**src/rtl/if_stage.sv**
```systemverilog
// Instruction-fetch stage with IF/ID pipeline register for the RV32I core.
// A one-entry hold buffer keeps the in-flight fetch during a stall, so releasing the stall costs no bubble.
module if_stage #(
    parameter int                  PC_WIDTH  = 32,
    parameter logic [PC_WIDTH-1:0] RESET_PC  = '0,
    parameter logic [31:0]         NOP_INSTR = 32'h0000_0013
) (
    input  logic                clk,
    input  logic                rst_n,
    input  logic                stall,
    input  logic                flush,
    input  logic                branch_taken,
    input  logic [PC_WIDTH-1:0] branch_target,
    output logic [PC_WIDTH-1:0] imem_addr,
    output logic                imem_en,
    input  logic [31:0]         imem_rdata,
    output logic [PC_WIDTH-1:0] if_id_pc,
    output logic [31:0]         if_id_instr,
    output logic [6:0]          if_id_opcode,
    output logic                if_id_valid
);

    logic [PC_WIDTH-1:0] pc;
    logic                inflight;
    logic [PC_WIDTH-1:0] inflight_pc;
    logic                buf_valid;
    logic [31:0]         buf_instr;
    logic [PC_WIDTH-1:0] buf_pc;

    assign imem_addr    = pc;
    assign imem_en      = rst_n & ~stall & ~branch_taken;
    assign if_id_opcode = if_id_instr[6:0];

    // Fetch side: PC, in-flight tracking and the stall hold buffer.
    always_ff @(posedge clk or negedge rst_n) begin
        if (!rst_n) begin
            pc          <= RESET_PC;
            inflight    <= 1'b0;
            inflight_pc <= '0;
            buf_valid   <= 1'b0;
            buf_instr   <= NOP_INSTR;
            buf_pc      <= '0;
        end else if (branch_taken) begin
            pc        <= branch_target;
            inflight  <= 1'b0;
            buf_valid <= 1'b0;
        end else if (stall) begin
            inflight <= 1'b0;
            if (inflight) begin
                buf_instr <= imem_rdata;
                buf_pc    <= inflight_pc;
                buf_valid <= 1'b1;
            end
        end else begin
            pc          <= pc + PC_WIDTH'(4);
            inflight    <= 1'b1;
            inflight_pc <= pc;
            // The buffer is either consumed or squashed by a flush this cycle.
            buf_valid   <= 1'b0;
        end
    end

    // IF/ID register: buffered word takes precedence over the memory return.
    always_ff @(posedge clk or negedge rst_n) begin
        if (!rst_n) begin
            if_id_valid <= 1'b0;
            if_id_pc    <= '0;
            if_id_instr <= NOP_INSTR;
        end else if (branch_taken || flush) begin
            if_id_valid <= 1'b0;
            if_id_pc    <= '0;
            if_id_instr <= NOP_INSTR;
        end else if (!stall) begin
            if (buf_valid) begin
                if_id_valid <= 1'b1;
                if_id_pc    <= buf_pc;
                if_id_instr <= buf_instr;
            end else if (inflight) begin
                if_id_valid <= 1'b1;
                if_id_pc    <= inflight_pc;
                if_id_instr <= imem_rdata;
            end else begin
                if_id_valid <= 1'b0;
                if_id_pc    <= '0;
                if_id_instr <= NOP_INSTR;
            end
        end
    end

endmodule

```
**config.mk**
```make
export PLATFORM = sky130hd
export DESIGN_NAME = if_stage
export DESIGN_NICKNAME = d
export VERILOG_FILES = /design/src/rtl/if_stage.sv
export SDC_FILE = /design/constraint.sdc
export NUM_CORES = 1
export LEC_CHECK = 0
export ABC_CLOCK_PERIOD_IN_PS = 2450
export CAP_MARGIN = 10
export CORE_MARGIN = 1.5
export CORE_UTILIZATION = 40
export CTS_CLUSTER_SIZE = 20
export DETAILED_ROUTE_END_ITERATION = 7
export PLACE_DENSITY = 0.77
export SLEW_MARGIN = 20
export SYNTH_ARGS = -nofsm -noshare
export SYNTH_HDL_FRONTEND = slang
export SYNTH_SLANG_ARGS = --single-unit
```
**constraint.sdc**
```tcl
create_clock -name clk -period 2.45 [get_ports clk]
set_clock_uncertainty 0.15 [all_clocks]
set_input_delay 0.3675 -clock clk [delete_from_list [all_inputs] [get_ports clk]]
set_output_delay 0.3675 -clock clk [all_outputs]
set_load 0.05 [all_outputs]
```
## Word level (Yosys, flattened, before mapping)

Cells that the tools add are included.
Widths: inputs -> output; s select.

- Add/sub/neg operators: 1
- Equal/unequal tests: 3
- Mux-type cells: 19
- Bitwise gates (word level): 4
- Reduce and logical (&&, ||, !) cells: 3

Operators by type and width:

| operator | count |
|---|---|
| $mux 32 | 10 |
| $add 32x3->32 const B | 1 |
| $mux 1 | 9 |
| $ne 2x1->1 const B | 2 |
| $ne 3x1->1 const B | 1 |
| $reduce_and 3->1 | 1 |
| $and 1x1->1 | 2 |
| $not 1->1 | 2 |
| $reduce_and 2->1 | 1 |
| $logic_or 1x1->1 | 1 |

- Flip-flop bits (word level): 195
- Input port bits: 69
- Output and inout bits: 105
- Word-level logic and storage cells: 39

## Longest topological paths before layout

- Depth in word-level cells: 4
- Depth in mapped cells: 7
- Mapped depth without buffers: 5

## Worst setup path before layout

Ideal clock, no wire load.

- Path type: register to register
- Start point: register pc[2] (netlist: imem_addr[2])
- End point: register pc[30] (netlist: imem_addr[30])
- Library setup time: 0.082 ns
- Arrival time: 2.162 ns
- Required time: 2.218 ns
- Slack: 0.056 ns
- Stages on the path, launching flop included: 6
- Buffers on the path: 0
- Clock period less this slack: 2.394 ns
- Cell sequence: dfrtp_1 ha_1 nor2b_1 nand4_1 or4_1 a31oi_1

- Word-level cells in the longest chain between the ends: 3

RTL lines:

| element | RTL line | RTL |
|---|---|---|
| from (decl) | 23 | `logic [PC_WIDTH-1:0] pc;` |
| from (signal assigned) | 44 | `pc <= branch_target;` |
| from (signal assigned) | 55 | `pc <= pc + PC_WIDTH'(4);` |
| $add 32x3->32 | 55 |  |
| $mux 32 | 47 | `end else if (stall) begin` |
| $mux 32 | 43 | `end else if (branch_taken) begin` |

Every way passes these cells. The select of a mux whose other input is x is not followed.
A chain may end at the register's enable or synchronous reset.

## Worst setup path in the final report

- Start point: register pc[4] (netlist: imem_addr[4])
- End point: output imem_addr[4]

RTL lines:

| element | RTL line | RTL |
|---|---|---|
| to (decl) | 14 | `output logic [PC_WIDTH-1:0] imem_addr,` |

No word-level cell between the ends.

==> impl_metrics.csv <==
group,metric,value,unit
grt,antenna_found_initial,0,
critical_path,crit_path_end_kind,"output port",
sta,max_freq,0.423,GHz
synthesis,ys_ff_latch,195,
synthesis,syn_inst,730,
synthesis,seq_area_frac_synth,58.2,%
synthesis,synth_xor_area_share,1.04,%
worst_hold_path,worstHoldEndpoint,"if_id_pc[28]",
pwr,vdd_drop_max,420,uV
cts,clock_path_buffers,2,
sta,rsz0062_at_grt,"false",
synthesis,synth_fa_ha_area_share,0.149,%
pwr,p_leak,0.00451,uW
final_layout,fin_nets,960,
die,ios,174,
die,design.die.area,0.0219,sq mm
critical_path,cp_max_fo,10,
synthesis,synth_top_family_by_area,"compound AO/OA/AOI/OAI gates",
synthesis,yosysTopAreaCellShare,56.4,%
cts,postCtsSetupRepairBufs,0,
synthesis,synth_warnings,0,
grt,grt_max_degree,104,
critical_path,cpPeakStageDelay,0.88,ns
die,initial_core_util,41.1,%
sta,final.min_clock_period,2.36,ns
final_layout,drive_above_1_share,18.7,%
placement,place.gp.congestion,0.836,
placement,postPlaceCellArea,0.0105,sq mm
cts,cts_buffers,17,
sta,setup_viol,0,
critical_path,path_buf_inv,1,
sta,holdWs,0.325,ns
critical_path,cp_cell_sequence,"clkdlybuf4s50_1",
synthesis,avgSynthCellArea,11.5,sq um
critical_path,r2r_start,"imem_addr[14]",
critical_path,startpoint_type,"flop",
grt,grt_first_pass_wirelength,33600,microns
critical_path,critPathRequiredTime,1.93,ns
critical_path,critPathKind,"flop to output port",
pwr,power_density,726,mW/mm^2
job,drv_cap,0,
synthesis,syn_area,0.00839,sq mm
grt,grt.overflow.total,0,
die,fp.dieW,148,microns
synthesis,synth_area_leaders,"dfrtp_1 (56%), mux2_2 (13%), a22oi_1 (5.4%)",
final_layout,syn_to_final_growth,32.1,%
detailed_routing,wl,20400,microns
placement,pre_cts_ws,-0.0606,ns
placement,portBuffers,173,
critical_path,reg2reg_depth,4,
worst_hold_path,hold_path_class,"flop to flop",
placement,hpwl,13800,microns
critical_path,cpLargestDelayFamily,"buffers and inverters",
run_status,status,"completed",
detailed_routing,drt-wirelength-per-cell,17.4,microns
synthesis,ys.flop_type,"dfrtp_1",
synthesis,synth-edff-count,0,
detailed_routing,drc,0,
detailed_routing,drt-initial-drc-count,355,
grt,grt.total_usage,19.5,%
detailed_routing,dr_total_vias,6308,
sta,fin_setup_tns,0,ns
worst_hold_path,holdCritStartpoint,"if_id_pc[28]",
critical_path,rrSetupSlack,0.22,ns
critical_path,rr_endpoint,"imem_addr[27]",
final_layout,n_fill_cell,1782,
sta,timing.final.crit_share,96.4,%
cts,cts.reportedPaths.clkPinSlew,0.07,ns
cts,cts.sinks,195,
cts,cts_tree,"yes",
synthesis,synthSimpleGateAreaFrac,10.8,%
synthesis,syn_nets,800,
sta,worst_slack,0.0880,ns
detailed_routing,ant_nets,0,
cts,clk_latency,0.43,ns
grt,grt_pass1_vias,6278,
critical_path,crit_arrival,1.84,ns
detailed_routing,drtPass1Iterations,5,
synthesis,synth-compound-area-share,13.3,%
detailed_routing,viasPerCell,5.38,
cts,htreeDepth,4,
synthesis,async_reset_ff_share,100,%
sta,finalMaxSlewViolations,0,
worst_hold_path,min_path_cells,2,
synthesis,synthMuxAreaShare,13.1,%
final_layout,final_core_utilization,54.3,%
synthesis,synth_top_cell_by_area,"dfrtp_1",
die,die_h,148,microns
synthesis,yosysUniqueCellTypes,46,
sta,max-slew-margin-rel,59.1,%
cts,cts_root_buf,"clkbuf_16",
die,fp-row-count,52,
sta,hold_viol,0,
sta,worst_slew_pin_slew,0.612,ns
final_layout,n_antenna_cell,0,
critical_path,cp_slowest_cell,"clkdlybuf4s50_1",
critical_path,crit_cells,1,
die,core_area,0.0204,sq mm
final_layout,post-route-cell-area,0.0111,sq mm
synth_stat cells (5+ instances only):
cell type	instances
a22oi_1	60
a31oi_1	11
and4_1	5
buf_2	9
buf_4	8
clkbuf_1	39
dfrtp_1	189
dfstp_2	6
inv_1	5
mux2_2	94
nand2_1	91
nand3_1	15
nand4_1	14
nor2_1	19
o211ai_1	6
o21ai_0	77
o31ai_1	13
or3_1	7
or4_1	10
xor2_1	6
metrics by stage:
stage / total power (uW) / instances
5_1_grt: 8410 / 1173
3_3_place_gp: 5330 / 1140
4_1_cts: 8120 / 1173
3_5_place_dp: 5400 / 1140
6_report: 8050 / 1173
2_1_floorplan: 4810 / 730
area by class of cell:
class                      instances  area (sq um)  share of cell area (%)
inverter                           6          22.5                   0.203
sequential                       195          4890                    44.1
multi-input combinational        470          3240                    29.2
clock inverter                    11           100                   0.903
clock buffer                      21           470                    4.24
timing repair buffer             200          2030                    18.3
tap                              270           338                    3.05
worst reg2reg max path, delay by kind of cell, from the launching register on:
kind	cells	cell delay, ns
simple gates	3	1.32
compound gates	1	0.17
flops	1	0.51
worst max path at each step:
stage | start | endpoint | slack (ns)
after floorplan | imem_addr[2] | imem_addr[30] | 0.06
after global placement | stall | inflight_pc[1] | 0.02
after detailed placement | stall | inflight_pc[15] | -0.06
after CTS | stall | imem_en | 0.01
after global routing | imem_addr[14] | imem_addr[31] | 0.01
final | imem_addr[4] | imem_addr[4] | 0.09
state kept, by name, indices dropped and copies added, names as in the netlist:
signal / flops
buf_valid: 1
inflight: 1
imem_addr: 32
inflight_pc: 32
buf_pc: 32
if_id_pc: 32
if_id_valid: 1
buf_instr: 32
if_id_instr: 32
cell families (layout without fill, tap and decap cells):
group	after synthesis	after routing
adder cells (fa/ha/maj)	1	1
AO/OA/AOI/OAI	176	176
XOR/XNOR	10	10
flip-flops	195	195
AND/OR/NAND/NOR	185	185
buffers and inverters	65	238
multiplexers	98	98
cell usage in the layout (no fill, tap or decap), types with 7 or more instances in the layout:
cell and instances:
a22oi_1 60, a31oi_1 11, buf_12 7, buf_4 20
clkbuf_16 17, clkdlybuf4s50_1 171, dfrtp_1 188, mux2_2 94
nand2_1 91, nand3_1 14, nand4_1 14, nor2_1 19
o21ai_0 77, o31ai_1 13, or4_1 10
where the power goes:
part | total, uW | internal (uW) | switching, uW | leakage [uW]
Sequential | 4020 | 3680 | 336 | 0.00245
Clock | 2710 | 1490 | 1220 | 0.000280
Combinational | 1310 | 643 | 669 | 0.00178
Total | 8050 | 5820 | 2230 | 0.00451
layer usage:
| metal | vias up | routed length [microns] | GRT usage, % | part of all wire, % |
|---|---|---|---|---|
| li1 | 2971 | - | - | - |
| met1 | 3137 | 9680 | 28.3 | 47 |
| met2 | 184 | 9530 | 29.9 | 47 |
| met3 | 16 | 996 | 3.21 | 4.9 |
| met4 | 0 | 218 | 6.29 | 1.1 |
| met5 | - | 0 | 0 | 0 |
what timing repair did:
action	in CTS	in global routing
hold buffers	1	0
setup endpoints to repair	0	1
resized for setup	0	1
hold endpoints to repair	189	0
Note: power is estimated with default switching activity, not from simulation.
==> RTL change 1 (same flow settings) <==
Set the parameter `PC_WIDTH` to 64 (it was 32).
--- a/src/rtl/if_stage.sv
+++ b/src/rtl/if_stage.sv
@@ -1,7 +1,7 @@
 // Instruction-fetch stage with IF/ID pipeline register for the RV32I core.
 // A one-entry hold buffer keeps the in-flight fetch during a stall, so releasing the stall costs no bubble.
 module if_stage #(
-    parameter int                  PC_WIDTH  = 32,
+    parameter int                  PC_WIDTH  = 64,
     parameter logic [PC_WIDTH-1:0] RESET_PC  = '0,
     parameter logic [31:0]         NOP_INSTR = 32'h0000_0013
 ) (
Ports: changed (resized branch_target, if_id_pc and imem_addr); port bits go from 174 to 270. The function was not compared with the original's and may differ.
==> RTL change 1 against the unedited design <==
- sequential cell count rose by 128
- clock power is 110% higher
- cell area increased by 76%
- worst setup slack lost 0.055 ns
- total power up 86%
- critical path type unchanged
- routed wire length up 110%
- area after synthesis grew 71%
- sequential power is 66% higher
==> RTL change 1: results (changes against the unedited design) <==
The run finished with clean final reports. The layout-stage area growth over the synthesis result was 36.6% (was 32.1%); the number of buffers created by CTS was 36 (was 17). The run gives 853 (was 470) as the layout multi-input combinational cell count. The average cell area after synthesis came out at 11.2 um^2 (was 11.5 um^2). The logic depth of the worst register-to-register path is 6 (was 4), and the H-tree level count is 2 (was 4). The worst setup timing slack at the placement stage came out at -0.282 ns (was -0.0606 ns).

The total power per unit cell area is 765 nW/um^2 (was 726 nW/um^2), and the worst path arrival time is 1.90 ns (was 1.84 ns). The final layout net count is 1696 (was 960), and the quantity of I/O buffers inserted on ports is 269 (was 173). The run gives 1281 (was 730) as the synthesized instance count. For the sequential-to-total area share from yosys stat, the log shows 56.5% (was 58.2%). The multi-input logic portion of the cell area is 30.1% (was 29.2%), and the total of cells resized after clock tree synthesis is 7 (was 0). The logs give 8.05 nW (was 4.51 nW) for the leakage power figure and 35.7% (was 29.9%) for the met2 track demand over resource. The tools report the maximum clock insertion buffer count as 3 (was 2).

Final wirelength: 42000 um (was 20400 um). The total placed cells including tap cells came out at 2015 (was 1140). Ranking of synthesized cells by instance count: sky130_fd_sc_hd__dfrtp_1, sky130_fd_sc_hd__nand2_1, sky130_fd_sc_hd__mux2_2 (was sky130_fd_sc_hd__dfrtp_1, sky130_fd_sc_hd__mux2_2, sky130_fd_sc_hd__nand2_1).

For the flop-to-flop setup slack, the log shows 0.04 ns (was 0.22 ns). The largest fanout on the critical path is 6 (was 10). The type of the worst min-delay path was in -> reg (was reg -> reg). For the routed length on met2, the log shows 19500 um (was 9530 um). The combinational share of power is 17.4% (was 16.3%), and the count of inverters not on the clock network in the layout is 7 (was 6).

The non-clock buffer share of cell area is 18.8% (was 18.3%). For the worst hold slack, the log shows 0.115 ns (was 0.325 ns). The global-route wire length before repair was 65300 um (was 33600 um); the met3 usage in global routing was 4.22% (was 3.21%). The total clock network power came out at 5.69 mW (was 2.71 mW). The worst reg2reg path endpoint is imem_addr[55] (was imem_addr[27]).

The total of plain and repair buffers excluding clock buffers was 373 (was 200). The maximum number of pins on one net before global-route repair was 99 (was 104). The number of cells on the worst hold path came out at 3 (was 2).

The top routing layer in use is met5 (was met4). The internal portion of total power is 10.9 mW (was 5.82 mW). Largest cells by area after synthesis: sky130_fd_sc_hd__dfrtp_1, sky130_fd_sc_hd__mux2_2, sky130_fd_sc_hd__a22oi_1 (unchanged).

The post-place instance area is 18200 um^2 (was 10500 um^2).
[RTL change 1: worst max path at each step]
stage / from / end / slack (ns) / cells past startpoint
floorplan: imem_addr[17] / imem_addr[53] / -0.23 / 7
global placement: stall / imem_addr[53] / -0.28 / 5
detailed placement: stall / imem_addr[53] / -0.28 / 5
CTS: imem_addr[17] / imem_addr[55] / 0.001 / 6
global route: imem_addr[8] / imem_addr[53] / -0.02 / 5
finish: imem_addr[59] / imem_addr[59] / 0.03 / 1
[RTL change 1: cell families (layout without fill, tap and decap cells)]
kind of cell / after synthesis / count (layout) / synth area share, %
AND/OR/NAND/NOR: 383 / 383 / 13.4
flip-flops: 323 / 323 / 56.5
AO/OA/AOI/OAI: 269 / 269 / 11.9
multiplexers: 175 / 175 / 13.7
buffers and inverters: 105 / 446 / 2.95
XOR/XNOR: 25 / 25 / 1.53
adder cells (fa/ha/maj): 1 / 1 / 0.0874
other: 0 / 2 / 0
==> RTL change 2 (same settings) <==
Made on the original files. Register the input `branch_target` before use, without a reset. The logic sees it one clock later. The other inputs are not delayed to match.
--- a/src/rtl/if_stage.sv
+++ b/src/rtl/if_stage.sv
@@ -20,6 +20,12 @@
     output logic                if_id_valid
 );
 
+    logic [PC_WIDTH-1:0] branch_target_q;
+
+    always_ff @(posedge clk) begin
+        branch_target_q <= branch_target;
+    end
+
     logic [PC_WIDTH-1:0] pc;
     logic                inflight;
     logic [PC_WIDTH-1:0] inflight_pc;
@@ -41,7 +47,7 @@
             buf_instr   <= NOP_INSTR;
             buf_pc      <= '0;
         end else if (branch_taken) begin
-            pc        <= branch_target;
+            pc        <= branch_target_q;
             inflight  <= 1'b0;
             buf_valid <= 1'b0;
         end else if (stall) begin
Behaviour: not the same (a bounded check fails within 4 cycles, from zero or initial values and one cycle with rst_n low).
==> RTL change 2 against the unedited design <==
- sequential power up 14%
- highest routed layer unchanged
- cell area is 7.0% higher
- area after synthesis is 6.8% higher
- total power is 17% higher
- via count is 0.21% higher
- sequential cell count up 32
- utilization down 0.056 points
- largest cell class unchanged
- routed wire length increased by 2.6%
- die area increased by 6.7%
- worst setup slack got worse by 0.033 ns
==> RTL change 2: results (changes against the unedited design) <==
The slew of the pin with the lowest slew margin is 0.609 ns (was 0.612 ns). Routed length on met2: 9860 um (was 9530 um). Ranking of synthesized cells by instance count: sky130_fd_sc_hd__dfrtp_1, sky130_fd_sc_hd__nand2_1, sky130_fd_sc_hd__mux2_2 (was sky130_fd_sc_hd__dfrtp_1, sky130_fd_sc_hd__mux2_2, sky130_fd_sc_hd__nand2_1). The share of cells above drive strength 1 is 19.2% (was 18.7%), and the final layout net count is 978 (was 960). The total placed cells including tap cells is 1161 (was 1140), and the via count of the first global-routing pass is 6271 (was 6278). The met2 track demand over resource was 29.1% (was 29.9%); the worst path arrival time was 1.88 ns (was 1.84 ns). Hold path endpoint: buf_valid (was if_id_pc[28]). The logic depth of the worst register-to-register path is 5 (was 4), and the leakage power figure is 4.89 nW (was 4.51 nW). For the detailed-routing wirelength on met1, the log shows 9430 um (was 9680 um).

The logs give 41 (was 46) for the number of distinct standard cells referenced by the synthesized netlist and 444 (was 355) for the detailed router's first-iteration violation count. The run gives 1 (was 4) as the H-tree level count. The synthesized instance count is 742 (was 730).

Number of vias per cell: 5.24 (was 5.38). Worst hold slack: 0.0400 ns (was 0.325 ns). The post-place instance area is 11100 um^2 (was 10500 um^2). The run gives 0.50 ns (was 0.43 ns) as the clock insertion delay at the later pin of the skew report. The run gives 4 (was 5) as the number of search-and-repair iterations in the first detailed-routing pass.

The flow ran to the end, and the final reports show no timing, DRC or antenna violations. Type of the worst min-delay path: in -> reg (was reg -> reg). The tools report the global routing met1 resource utilization as 24.6% (was 28.3%). For the number of nets in the synthesized netlist, the log shows 812 (was 800).
RTL change 2: cell count changes in the layout (fill, tap and decap cells not counted), sizes merged, moves of 10 or more:
cell / before / now
a31oi: 11 / 0
clkbuf: 22 / 41
dfxtp: 0 / 32
nand2: 91 / 103
nor2: 19 / 9
o31ai: 13 / 0
RTL change 2: cell type report:
cell class	count	area (um^2)
Multi-Input combinational cell	458	3200
Timing Repair Buffer	196	1990
Clock buffer	40	742
Sequential cell	227	5530
Clock inverter	4	48.8
Inverter	1	3.75
Fill cell	1853	10000
Tap cell	280	350
RTL change 2: cells by family after synthesis:
| group | synth area share (%) |
|---|---|
| buffers and inverters | 2.79 |
| XOR/XNOR | 2.25 |
| AO/OA/AOI/OAI | 10.7 |
| multiplexers | 13.1 |
| adder cells (fa/ha/maj) | 0.140 |
| AND/OR/NAND/NOR | 9.32 |
| flip-flops | 61.7 |
RTL change 2: what timing repair did:
action                                  in CTS  in global routing
resized for setup                            2                  1
endpoints found under the setup margin       2                  1
endpoints found under the hold margin       31                  0
hold buffers                                 1                  0
pin swaps                                    0                  0
setup buffers                                0                  0
cloned                                       0                  0
RTL change 2: critical path: cells and delay by family, from the launching register on:
kind                   cells  cell delay, ns
buffers and inverters      2            1.00
DFF                        1            0.38
RTL change 2: worst max-delay path by stage:
| stage | startpoint | endpoint | slack [ns] |
|---|---|---|---|
| detailed placement | stall | if_id_instr[21] | 0.15 |
| floorplan | imem_addr[12] | imem_addr[28] | 0.22 |
| CTS | imem_addr[18] | imem_addr[18] | 0.01 |
| global route | imem_addr[23] | imem_addr[23] | 0.02 |
| global placement | stall | if_id_pc[16] | 0.20 |
| finish | imem_addr[7] | imem_addr[7] | 0.05 |
